<file path="src/rtl/ws_seq_pkg.sv">
// Shared types and elaboration helpers for the WS281x frame sequencer.
// Holds the FSM state encoding, counter width sizing and timing legality check.
package ws_seq_pkg;

  typedef enum logic [1:0] {
    IDLE  = 2'd0,
    SEND  = 2'd1,
    LATCH = 2'd2
  } state_t;

  // Counter width for n states; never narrower than one bit.
  function automatic int cnt_w(input int n);
    return (n <= 2) ? 1 : $clog2(n);
  endfunction

  function automatic bit timing_ok(input int nss, input int t0h, input int t1h,
                                   input int bits, input int lat_ticks);
    return (t0h > 0) && (t0h < t1h) && (t1h < nss) && (bits > 0) && (lat_ticks > 0);
  endfunction

endpackage

</file>
<file path="src/rtl/ws_bit_encoder.sv">
// One-wire bit-slot encoder: NS tick counter plus registered DOUT.
// DOUT is computed from the next-cycle tick and bit so it lines up with NS.
module ws_bit_encoder
  import ws_seq_pkg::*;
#(
  parameter int NSS = 64,
  parameter int T0H = 20,
  parameter int T1H = 40,
  localparam int NS_W = cnt_w(NSS)
) (
  input  logic            CLK,
  input  logic            RST,
  input  logic            en,
  input  logic            dout_en,
  input  logic            bit_val,
  output logic [NS_W-1:0] ns,
  output logic            dout,
  output logic            bit_end
);

  localparam logic [31:0] T0H_U = 32'(T0H);
  localparam logic [31:0] T1H_U = 32'(T1H);

  logic [NS_W-1:0] ns_nxt;
  logic            dout_nxt;

  always_comb begin
    bit_end  = en && (ns == NS_W'(NSS - 1));
    ns_nxt   = '0;
    if (en && !bit_end) ns_nxt = ns + 1'b1;
    dout_nxt = dout_en && (32'(ns_nxt) < (bit_val ? T1H_U : T0H_U));
  end

  always_ff @(posedge CLK) begin
    if (RST) begin
      ns   <= '0;
      dout <= 1'b0;
    end else begin
      ns   <= ns_nxt;
      dout <= dout_nxt;
    end
  end

endmodule

</file>
<file path="src/rtl/ws_frame_sequencer.sv">
// WS281x frame sequencer: START/BUSY/DONE handshake, frame-buffer prefetch
// addressing, serial DOUT waveform, latch gap and optional continuous refresh.
module ws_frame_sequencer
  import ws_seq_pkg::*;
#(
  parameter int MAX_PIXELS  = 256,
  parameter int BITS        = 24,
  parameter int NSS         = 64,
  parameter int T0H         = 20,
  parameter int T1H         = 40,
  parameter int LATCH_TICKS = 3200,
  localparam int PIX_W = cnt_w(MAX_PIXELS + 1),
  localparam int BIT_W = cnt_w(BITS),
  localparam int NS_W  = cnt_w(NSS)
) (
  input  logic             CLK,
  input  logic             RST,
  input  logic             START,
  input  logic             CONTINUOUS,
  input  logic [PIX_W-1:0] PIXEL_COUNT,
  input  logic [BITS-1:0]  PIXEL_DATA,
  output logic [PIX_W-1:0] NEXT_ADDR,
  output logic [PIX_W-1:0] PIXEL,
  output logic [BIT_W-1:0] BIT,
  output logic [NS_W-1:0]  NS,
  output logic             DOUT,
  output logic             BUSY,
  output logic             DONE
);

  localparam int LAT_W = cnt_w(LATCH_TICKS);

  if (!timing_ok(NSS, T0H, T1H, BITS, LATCH_TICKS)) begin : g_bad_timing
    $error("ws_frame_sequencer: illegal timing parameters");
  end

  state_t           state_q, state_nxt;
  logic [PIX_W-1:0] pixel_q, pixel_nxt;
  logic [BIT_W-1:0] bit_q, bit_nxt;
  logic [BITS-1:0]  shreg_q, shreg_nxt;
  logic [PIX_W-1:0] addr_q, addr_nxt;
  logic [PIX_W-1:0] count_q, count_nxt;
  logic [LAT_W-1:0] lat_q, lat_nxt;
  logic             busy_q, busy_nxt;
  logic             done_q, done_nxt;
  logic             accept;
  logic             bit_end;
  logic             last_pixel;

  assign last_pixel = ((PIX_W + 1)'(pixel_q) + 1'b1) == (PIX_W + 1)'(count_q);

  always_comb begin
    state_nxt = state_q;
    pixel_nxt = pixel_q;
    bit_nxt   = bit_q;
    shreg_nxt = shreg_q;
    addr_nxt  = addr_q;
    count_nxt = count_q;
    lat_nxt   = lat_q;
    busy_nxt  = busy_q;
    done_nxt  = 1'b0;
    accept    = 1'b0;

    case (state_q)
      IDLE: begin
        addr_nxt = '0;
        if (START && (PIXEL_COUNT != '0)) accept = 1'b1;
      end
      SEND: begin
        if (bit_end) begin
          shreg_nxt = shreg_q << 1;
          if (bit_q == BIT_W'(BITS - 1)) begin
            bit_nxt = '0;
            if (last_pixel) begin
              state_nxt = LATCH;
              pixel_nxt = '0;
              addr_nxt  = '0;
              lat_nxt   = '0;
            end else begin
              pixel_nxt = pixel_q + 1'b1;
              shreg_nxt = PIXEL_DATA;
              addr_nxt  = addr_q + 1'b1;
            end
          end else begin
            bit_nxt = bit_q + 1'b1;
          end
        end
      end
      LATCH: begin
        if (lat_q == LAT_W'(LATCH_TICKS - 1)) begin
          done_nxt = 1'b1;
          // Continuous refresh reuses the accept path so the next frame starts with no gap.
          if (CONTINUOUS && (PIXEL_COUNT != '0)) begin
            accept = 1'b1;
          end else begin
            state_nxt = IDLE;
            busy_nxt  = 1'b0;
          end
        end else begin
          lat_nxt = lat_q + 1'b1;
        end
      end
      default: begin
        state_nxt = IDLE;
        busy_nxt  = 1'b0;
      end
    endcase

    if (accept) begin
      count_nxt = (PIXEL_COUNT > PIX_W'(MAX_PIXELS)) ? PIX_W'(MAX_PIXELS) : PIXEL_COUNT;
      shreg_nxt = PIXEL_DATA;
      addr_nxt  = PIX_W'(1);
      pixel_nxt = '0;
      bit_nxt   = '0;
      busy_nxt  = 1'b1;
      state_nxt = SEND;
    end
  end

  always_ff @(posedge CLK) begin
    if (RST) begin
      state_q <= IDLE;
      pixel_q <= '0;
      bit_q   <= '0;
      shreg_q <= '0;
      addr_q  <= '0;
      count_q <= '0;
      lat_q   <= '0;
      busy_q  <= 1'b0;
      done_q  <= 1'b0;
    end else begin
      state_q <= state_nxt;
      pixel_q <= pixel_nxt;
      bit_q   <= bit_nxt;
      shreg_q <= shreg_nxt;
      addr_q  <= addr_nxt;
      count_q <= count_nxt;
      lat_q   <= lat_nxt;
      busy_q  <= busy_nxt;
      done_q  <= done_nxt;
    end
  end

  ws_bit_encoder #(
    .NSS (NSS),
    .T0H (T0H),
    .T1H (T1H)
  ) u_enc (
    .CLK     (CLK),
    .RST     (RST),
    .en      (state_q == SEND),
    .dout_en (state_nxt == SEND),
    .bit_val (shreg_nxt[BITS-1]),
    .ns      (NS),
    .dout    (DOUT),
    .bit_end (bit_end)
  );

  assign NEXT_ADDR = addr_q;
  assign PIXEL     = pixel_q;
  assign BIT       = bit_q;
  assign BUSY      = busy_q;
  assign DONE      = done_q;

endmodule

</file>
<file path="config.mk">
export PLATFORM = sky130hd
export DESIGN_NAME = ws_frame_sequencer
export DESIGN_NICKNAME = d
export VERILOG_FILES = /design/src/rtl/ws_seq_pkg.sv /design/src/rtl/ws_bit_encoder.sv /design/src/rtl/ws_frame_sequencer.sv
export SDC_FILE = /design/constraint.sdc
export NUM_CORES = 1
export LEC_CHECK = 0
export CAP_MARGIN = 15
export CORE_MARGIN = 10
export CORE_UTILIZATION = 47
export CTS_CLUSTER_DIAMETER = 100
export CTS_CLUSTER_SIZE = 12
export DETAILED_ROUTE_END_ITERATION = 12
export GPL_ROUTABILITY_DRIVEN = 0
export MAX_ROUTING_LAYER = met4
export PLACE_DENSITY_LB_ADDON = 0.15
export REMOVE_ABC_BUFFERS = 1
export SLEW_MARGIN = 10
export SYNTH_ARGS = -nofsm -noshare
export SYNTH_HDL_FRONTEND = slang
export SYNTH_SLANG_ARGS = --single-unit
</file>
<file path="constraint.sdc">
create_clock -name CLK -period 3.6 [get_ports CLK]
set_clock_uncertainty 0.1 [all_clocks]
set_input_delay 0.36 -clock CLK [delete_from_list [all_inputs] [get_ports CLK]]
set_output_delay 0.36 -clock CLK [all_outputs]
set_load 0.02 [all_outputs]
</file>
# Word-level counts from Yosys, hierarchy flattened

Cells that the tools add are included.

Bits in registers: 79

Add/subtract/negate cells: 6
Order comparisons: 2
Equal/unequal tests: 16
Muxes and demuxes: 36
Bitwise gates (word level): 1
Reductions and logical operators: 23

Operator list:

| operator                                             | count |
|---|---|
| two-way mux 24 bit                                   | 5 |
| two-way mux 12 bit                                   | 4 |
| two-way mux 9 bit                                    | 5 |
| less-than comparator 6 x 32 -> 1 bit                 | 1 |
| case mux 12 bit (2 select lines)                     | 1 |
| adder 9 x 1 -> 9 bit, second input constant          | 2 |
| case mux 9 bit (2 select lines)                      | 1 |
| adder 12 x 1 -> 12 bit, second input constant        | 1 |
| == test 12 bit, second input constant                | 1 |
| two-way mux 2 bit                                    | 6 |
| two-way mux 6 bit                                    | 2 |
| != test 3 bit, second input constant                 | 4 |
| AND reduction 3 bit                                  | 4 |
| adder 9 x 1 -> 10 bit, second input constant         | 1 |
| == test 10 x 9 -> 1 bit                              | 1 |
| greater-than comparator 9 bit, second input constant | 1 |
| nonzero test 9 bit                                   | 1 |
| two-way mux 1 bit                                    | 8 |
| != test 2 bit, second input constant                 | 4 |
| nonzero test 2 bit                                   | 4 |
| adder 6 x 1 -> 6 bit, second input constant          | 1 |
| == test 6 bit, second input constant                 | 1 |
| case mux 2 bit (3 select lines)                      | 1 |
| OR reduction 2 bit                                   | 3 |
| other kinds (14)                                     | 21 |

# Logic depth before layout (Yosys ltp)

Gate-level depths: netlist of run 1.

Depth in word-level cells: 10
Mapped depth: 14
Gate-level depth less buffers: 13

# Modules after synthesis

A second synthesis of run 1 with hierarchy kept.

Cell total of the unflattened synthesis: 468
Area, all modules: 4,105.2 µm²

Modules (own cells, without submodules):

| module             | instances | cells each | area an instance (µm²) |
|---|---|---|---|
| ws_frame_sequencer | 1         | 427        | 3,739.8 |
| ws_bit_encoder     | 1         | 41         | 365.4 |

# Least setup slack after synthesis of run 1

OpenSTA, ideal clock, no wires.

Path kind: reg2reg
Start point: register pixel_q[1] (netlist: PIXEL[1])
End point: register u_enc.dout
Setup time: 0.059 ns
Arrival: 3.381 ns
Data required time: 3.441 ns
Setup slack: 0.060 ns
Cell stages (with the launch flop): 15
Path buffers: 1
Clock period less this slack: 3.540 ns
Path through: dfxtp_1 -> ha_1 -> clkbuf_1 -> xor2_1 -> o221ai_1 -> a32oi_1 -> and4_4 -> o21ai_4 -> a222oi_1 -> inv_1 -> ha_1 -> a21o_1 -> a21oi_1 -> and3_1 -> a21o_1

Word-level cells in the longest chain between the ends: 10
Elaborated cells between the ends (all ways): 16
Classes of those cells: add/sub: 1; order compare: 1; eq/ne: 2; mux: 11; reduce/logical: 1

Ends and longest elaborated chain:

| element                              | line                      | source |
|---|---|---|
| start, declared                      | ws_frame_sequencer.sv:38  | `logic [PIX_W-1:0] pixel_q, pixel_nxt;` |
| start signal, assigned               | ws_frame_sequencer.sv:133 | `pixel_q <= pixel_nxt;` |
| adder 9 x 1 -> 10 bit (*)            | ws_frame_sequencer.sv:50  | `assign last_pixel = ((PIX_W + 1)'(pixel_q) + 1'b1) == (PIX_W + 1)'(count_q);` |
| == test 10 x 9 -> 1 bit (*)          | ws_frame_sequencer.sv:50  |  |
| two-way mux 24 bit                   | ws_frame_sequencer.sv:74  | `if (last_pixel) begin` |
| two-way mux 24 bit                   | ws_frame_sequencer.sv:72  | `if (bit_q == BIT_W'(BITS - 1)) begin` |
| two-way mux 24 bit                   | ws_frame_sequencer.sv:70  | `if (bit_end) begin` |
| two-way mux 24 bit                   | ws_frame_sequencer.sv:64  | `case (state_q)` |
| two-way mux 24 bit                   | ws_frame_sequencer.sv:109 | `if (accept) begin` |
| two-way mux 6 bit                    | ws_bit_encoder.sv:31      | `dout_nxt = dout_en && (32'(ns_nxt) < (bit_val ? T1H_U : T0H_U));` |
| less-than comparator 6 x 32 -> 1 bit | ws_bit_encoder.sv:31      |  |
| logical AND 1 bit (*)                | ws_bit_encoder.sv:31      |  |
| end signal, assigned                 | ws_bit_encoder.sv:40      | `dout <= dout_nxt;` |
| end, declared                        | ws_bit_encoder.sv:17      | `output logic dout,` |

Every way passes the cells marked *; elsewhere a longest branch is shown, timed or not. The select of a mux whose other input is x is not followed.
A chain may end at the register's enable or synchronous reset.

# Final worst setup path of run 1

Start point: register pixel_q[0] (netlist: PIXEL[0])
End point: register u_enc.dout

The elaborated chain is that of the path after synthesis.

==> results of run 1 <==
## state kept, by name (all words and copies together) (netlist names)
name        count
lat_q          12
count_q         9
u_enc.ns        6
state_q         2
NEXT_ADDR       9
BIT             5
shreg_q        24
BUSY            1
u_enc.dout      1
PIXEL           9
DONE            1
## final timing paths
check                                               from                       end  depth (start not counted)
worst max-delay path               PIXEL[0]$_SDFFE_PP0P_     u_enc.dout$_SDFF_PP0_                         13
worst min-delay path            shreg_q[12]$_SDFFE_PP0P_  shreg_q[12]$_SDFFE_PP0P_                          2
worst max register to register     PIXEL[0]$_SDFFE_PP0P_     u_enc.dout$_SDFF_PP0_                         13
worst min register to register  shreg_q[12]$_SDFFE_PP0P_  shreg_q[12]$_SDFFE_PP0P_                          2
## routing by layer
metal  track usage  vias to the layer above
li1              -                     1805
met1         0.216                     1718
met2         0.274                      107
met3        0.0348                       16
met4        0.0586                        0
met5             -                        -
## stage by stage
step / hold WS (ns) / utilization / std cells
4_1_cts: 0.355 / 0.623 / 628
2_1_floorplan: 0.325 / - / 425
3_3_place_gp: 0.338 / 0.595 / 613
3_5_place_dp: 0.344 / 0.595 / 613
5_1_grt: 0.369 / 0.623 / 628
6_report: 0.354 / 0.623 / 628
## critical path, stage by stage, from the launching register on
cell and delay [ns]:
dfxtp_1 0.32, ha_1 0.27, and4_1 0.22, or4_1 0.39, a32oi_1 0.26, and4_4 0.28
o21ai_4 0.06, a222oi_1 0.38, inv_1 0.08, ha_1 0.29, a21o_1 0.19, a21oi_1 0.16
and3_1 0.17, a21o_1 0.10
## cell usage in the layout, fill, tap and decap left out, drive strengths merged, types with 3 or more instances in the layout
cell           count
nor2b              3
xor2              12
nand4              9
and4               5
a31oi              3
a22oi             24
inv               11
nor3               8
o21ai             21
clkdlybuf4s50     68
mux2i              3
buf               18
nand3             18
nand2b             3
a21oi             49
dfxtp             79
and3               8
o31ai              3
o41ai              4
xnor2             10
a22o               6
or4                5
nor2              39
or3                8
nor4               3
ha                 8
nor3b              3
o211ai             5
clkbuf            10
a41oi              3
nand2             48
## cell families (layout without fill, tap and decap cells)
| group | Yosys count | count (layout) | share of synthesized area |
|---|---|---|---|
| buf+inv | 34 | 111 | 0.0381 |
| fa+ha+maj | 8 | 8 | 0.0263 |
| simple gates | 169 | 169 | 0.225 |
| xor+xnor | 22 | 22 | 0.0506 |
| compound gates | 134 | 134 | 0.237 |
| mux | 3 | 3 | 0.00788 |
| flops | 79 | 79 | 0.415 |
## synthesized netlist by cell type, types with 3 or more instances
library cell / instances / area [sq um]
dfxtp_1: 79 / 1580
a21oi_1: 49 / 245
nand2_1: 48 / 180
nor2_1: 39 / 146
a22oi_1: 24 / 180
o21ai_0: 19 / 95.1
nand3_1: 18 / 90.1
clkbuf_1: 14 / 52.6
xor2_1: 12 / 105
inv_1: 10 / 37.5
xnor2_1: 10 / 87.6
and3_1: 8 / 50.1
buf_2: 8 / 40.0
ha_1: 8 / 100
nand4_1: 8 / 50.1
nor3_1: 8 / 40.0
or3_1: 8 / 50.1
a22o_1: 6 / 52.6
o211ai_1: 5 / 37.5
or4_1: 5 / 37.5
and4_1: 4 / 35.0
o41ai_1: 4 / 35.0
a31oi_1: 3 / 18.8
a41oi_1: 3 / 26.3
mux2i_1: 3 / 30.0
nand2b_1: 3 / 18.8
nor2b_1: 3 / 18.8
nor3b_1: 3 / 22.5
nor4_1: 3 / 18.8
## final cells by class
cell class	instances	area, sq um	area share
repair buffers	86	816	0.168
clock inverters	5	81.3	0.0167
clock buffers	10	138	0.0283
multi-input cells	336	2080	0.428
well taps	102	128	0.0262
flip-flops and latches	79	1580	0.326
inverters	10	37.5	0.00771
## power by group through the flow
stage          Clock, W  Combinational (W)  Sequential (W)
3_3_place_gp          0           0.000180        0.000938
5_1_grt        0.000777           0.000201        0.000922
3_5_place_dp          0           0.000183        0.000939
2_1_floorplan         0          0.0000852        0.000940
4_1_cts        0.000746           0.000183        0.000919
6_report       0.000733           0.000182        0.000919
## timing repair
| action | in CTS | in global routing |
|---|---|---|
| endpoints found under the setup margin | 0 | 1 |
| gates resized for setup | 0 | 2 |
| buffers inserted | 0 | 0 |
==> flow_summary.yaml, run 1 <==
run_status:
  status: "finished, final reports clean"
grt:
  gr-total-overflow: 0
  grt_pass1_vias: 3486
  antenna_found_initial: 0
  grt_first_pass_wirelength_mm: 16.6
  grt_max_degree: 35
  grt.total_usage: 0.173
pwr:
  pwr-share-clk: 0.400
  powerDensity_nw_per_um2: 377
  intPower_w: 0.00140
  ir_drop_uv: 257
  p_leak_nw: 1.74
  switching_share: 0.238
  power_frac_comb: 0.099
  power.total_w: 0.00183
  pwr-share-seq: 0.501
  power_switching_w: 0.000437
detailed_routing:
  ant_nets: 0
  via_count: 3646
  routed-wl-met3_um: 556
  vias_per_cell: 5.81
  dr.first_iter.drc_count: 213
  drtPass1Iterations: 5
  met1Wirelength_mm: 4.40
  drc_errors: 0
  wl_per_cell_um: 16.1
  wl_met2_mm: 4.99
  wl_mm: 10.1
  highest_layer: "met4"
cts:
  insertion_delay_ns: 0.35
  cts_htree_levels: 3
  cts_hold_buf: 0
  numCtsBuffers: 9
  path_clk_slew_ns: 0.08
  clockBufferDepth: 2
  cts_tree: "done"
  root_buffer: "clkbuf_8"
  clock-sinks: 79
timing:
  post-route-min-period_ns: 3.33
  relSlewSlack: 0.544
  worst_pin_slew_ns: 0.684
  final-hold-violation-count: 0
  drv_slew: 0
  period_share: 0.924
  tns_ns: 0
  rsz0062_at_grt: "no"
  fin_ws_ns: 0.273
  setup_viol: 0
  fmax_mhz: 301
yosys:
  syn_area_per_cell_sq_um: 8.48
  synth-seq-area-share: 0.415
  synth_cell_types: 56
  ys_warn_count: 0
  synth_edf_count: 0
  syn_area_sq_um: 3810
  netlist_instances: 449
  synth_ff_type: "dfxtp_1"
  ys_ff_latch: 79
  async_flop_share: 0
cells_and_area:
  num-fill-cells: 679
  drive_gt1_frac: 0.0817
  num-nets-final: 567
  syn_to_final_growth_pct: 27.8
  antenna_cells: 0
  stdcell_area_sq_um: 4870
setup_path:
  end_kind: "flop"
  start_kind: "flop"
  critical_path_class: "flop to flop"
  crit_arrival_ns: 3.52
  cp.required_ns: 3.79
  reg2reg_slack_ns: 0.27
  critPathMaxFanout: 6
flow_run:
  cap_violations: 0
floorplan:
  start_util: 0.488
  die_h_um: 110
  die_area_sq_um: 12100
  coreArea_sq_um: 7810
  row_count: 32
  die_w_um: 110
  ioPinCount: 69
worst_hold_path:
  min_path_type: "flop to flop"
placement:
  pre_cts_slack_ns: 0.206
  dpl.hpwl_mm: 7.46
  placed_area_sq_um: 4640
  place.port_buffers: 68
(Power assumes the default switching activity.)
==> run 2, diff against run 1 <==
--- a/config.mk
+++ b/config.mk
@@ -9,3 +9,3 @@
 export CORE_MARGIN = 10
-export CORE_UTILIZATION = 47
+export CORE_UTILIZATION = 48
 export CTS_CLUSTER_DIAMETER = 100
@@ -20,2 +20,3 @@
 export SYNTH_HDL_FRONTEND = slang
+export SYNTH_HIERARCHICAL = 1
 export SYNTH_SLANG_ARGS = --single-unit
--- a/constraint.sdc
+++ b/constraint.sdc
@@ -4,2 +4,2 @@
 set_output_delay 0.36 -clock CLK [all_outputs]
-set_load 0.02 [all_outputs]
+set_load 0.005 [all_outputs]
==> run 2 against run 1 <==
Largest power group unchanged. Wire length is 0.30% higher. Sequential share of layout area is 1.2 points lower. Synthesized cell count increased by 4.2%. Worst setup slack better by 0.089 ns.
==> flow_summary.yaml, run 2 <==
setup_path:
  start_kind: "flop"
  critPathMaxFanout: 9
  critical_path_class: "flop to flop"
  crit_arrival_ns: 3.43
  end_kind: "flop"
  worst_r2r_path_depth: 13
  cp.required_ns: 3.79
timing:
  tns_ns: 0
  relSlewSlack: 0.466
  period_share: 0.900
  final-hold-violation-count: 0
  setup_viol: 0
  post-route-min-period_ns: 3.24
  holdWs_ns: 0.380
  drv_slew: 0
  rsz0062_at_grt: "no"
  worst_pin_slew_ns: 0.794
  fmax_mhz: 309
yosys:
  synthTopCellsByArea: "dfxtp_1, nand2_1, a21oi_1"
  ys_warn_count: 6
  syn_area_per_cell_sq_um: 8.77
  async_flop_share: 0
  synth-seq-area-share: 0.385
  synth_top_area_cell: "dfxtp_1"
  synth_common_cells: "dfxtp_1, nand2_1, a21oi_1"
  synth.top_cell.area_share: 0.385
  synth_edf_count: 0
  synth.most_common_cell: "dfxtp_1"
  syn_area_sq_um: 4110
  ys_ff_latch: 79
  synth_ff_type: "dfxtp_1"
  synth_cell_types: 62
  netlist_instances: 468
cts:
  cts_hold_buf: 0
  clockBufferDepth: 2
  numCtsBuffers: 9
  cts_resized: 0
  clock-sinks: 79
  path_clk_slew_ns: 0.09
  cts_htree_levels: 3
  insertion_delay_ns: 0.37
  postCtsSetupRepairBufs: 0
  cts_tree: "done"
  root_buffer: "clkbuf_8"
pwr:
  p_leak_nw: 1.81
  power.total_w: 0.00180
  ir_drop_uv: 215
  powerDensity_nw_per_um2: 356
cells_and_area:
  layout_common_cells: "dfxtp_1, clkdlybuf4s50_1, nand2_1, a21oi_1, nor2_1"
  num-nets-final: 577
  largest_reg_flops: 24
  antenna_cells: 0
  layout_commonest_cell: "dfxtp_1"
  drive_gt1_frac: 0.0764
  largest-register: "shreg_q"
  stdcell_area_sq_um: 5050
  syn_to_final_growth_pct: 23.0
  reg_top3: "shreg_q x24, lat_q x12"
  utilization: 0.612
detailed_routing:
  wl_mm: 10.1
  vias_per_cell: 5.79
  wl_per_cell_um: 15.8
  dr.first_iter.drc_count: 195
  via_count: 3720
  drtPass1Iterations: 4
  drc_errors: 0
  ant_nets: 0
placement:
  dpl.hpwl_mm: 7.40
  place.port_buffers: 68
  placed_area_sq_um: 4850
run_status:
  status: "finished, final reports clean"
floorplan:
  die_w_um: 112
  ioPinCount: 69
  die_area_sq_um: 12700
  start_util: 0.497
  row_count: 33
  die_h_um: 112
  coreArea_sq_um: 8260
grt:
  gr-total-overflow: 0
  antenna_found_initial: 0
  grt_first_pass_wirelength_mm: 17.0
  grt.total_usage: 0.163
  grt_pass1_vias: 3597
  grt_max_degree: 24
flow_run:
  cap_violations: 0
worst_hold_path:
  hold_depth: 2
  min_path_type: "flop to flop"
[run 2: changes by cell type in the layout (fill, tap and decap cells not counted), sizes merged, moves of 9 or more]
| cell | delta |
|---|---|
| a31oi | +17 |
| a22oi | -15 |
| o2bb2ai | +14 |
| a22o | +13 |
| o21ai | -11 |
| a21oi | -9 |
[run 2: path summary, 6_finish.rpt]
kind	startpoint	endpoint	slack, ns
setup / recovery	PIXEL[0]$_SDFFE_PP0P_	u_enc/dout$_SDFF_PP0_	0.36
hold / removal	lat_q[5]$_SDFFE_PP0P_	lat_q[5]$_SDFFE_PP0P_	0.38
setup reg to reg	PIXEL[0]$_SDFFE_PP0P_	u_enc/dout$_SDFF_PP0_	0.36
hold reg to reg	lat_q[5]$_SDFFE_PP0P_	lat_q[5]$_SDFFE_PP0P_	0.38
[run 2: per-stage QoR]
step | setup slack, ns | cells
after floorplan | 0.171 | 443
after global placement | 0.544 | 626
after detailed placement | 0.400 | 626
after CTS | 0.354 | 642
after global routing | 0.0678 | 642
final | 0.362 | 642
[run 2: layout make-up]
type,instances,area [sq um]
Fill cell,724,3210
Inverter,10,37.5
Sequential cell,79,1580
Clock buffer,12,145
Clock inverter,4,53.8
Tap cell,105,131
Multi-Input combinational cell,354,2340
Timing Repair Buffer,78,756
[run 2: worst max-delay path: stages (launching register included)]
cell      delay, ns
dfxtp_1        0.49
ha_1           0.28
nand3_2        0.20
o211ai_1       0.24
nand4_1        0.18
nor2_1         0.27
a31o_4         0.25
a21oi_1        0.09
a31oi_1        0.25
inv_1          0.10
ha_1           0.31
a21oi_1        0.14
o21ai_0        0.09
a31oi_1        0.17
[run 2: per-layer routing]
layer	wire length, um	track usage	share of wire
met1	4470	0.193	0.44
met2	4880	0.262	0.48
met3	591	0.0346	0.058
met4	178	0.0668	0.018
met5	0	-	0
[run 2: cell families (layout without fill, tap and decap cells)]
logic type / after synthesis / after routing / synth area share
compound gates: 142 / 142 / 0.255
mux: 9 / 9 / 0.0219
buf+inv: 35 / 104 / 0.0436
xor+xnor: 27 / 27 / 0.0576
fa+ha+maj: 8 / 8 / 0.0244
flops: 79 / 79 / 0.385
simple gates: 168 / 168 / 0.212
[run 2: report_power, final]
| part | internal, W | switching (W) |
|---|---|---|
| sequential | 0.000902 | 0.0000245 |
| combinational | 0.0000961 | 0.0000954 |
| clock | 0.000343 | 0.000337 |
| total | 0.00134 | 0.000457 |
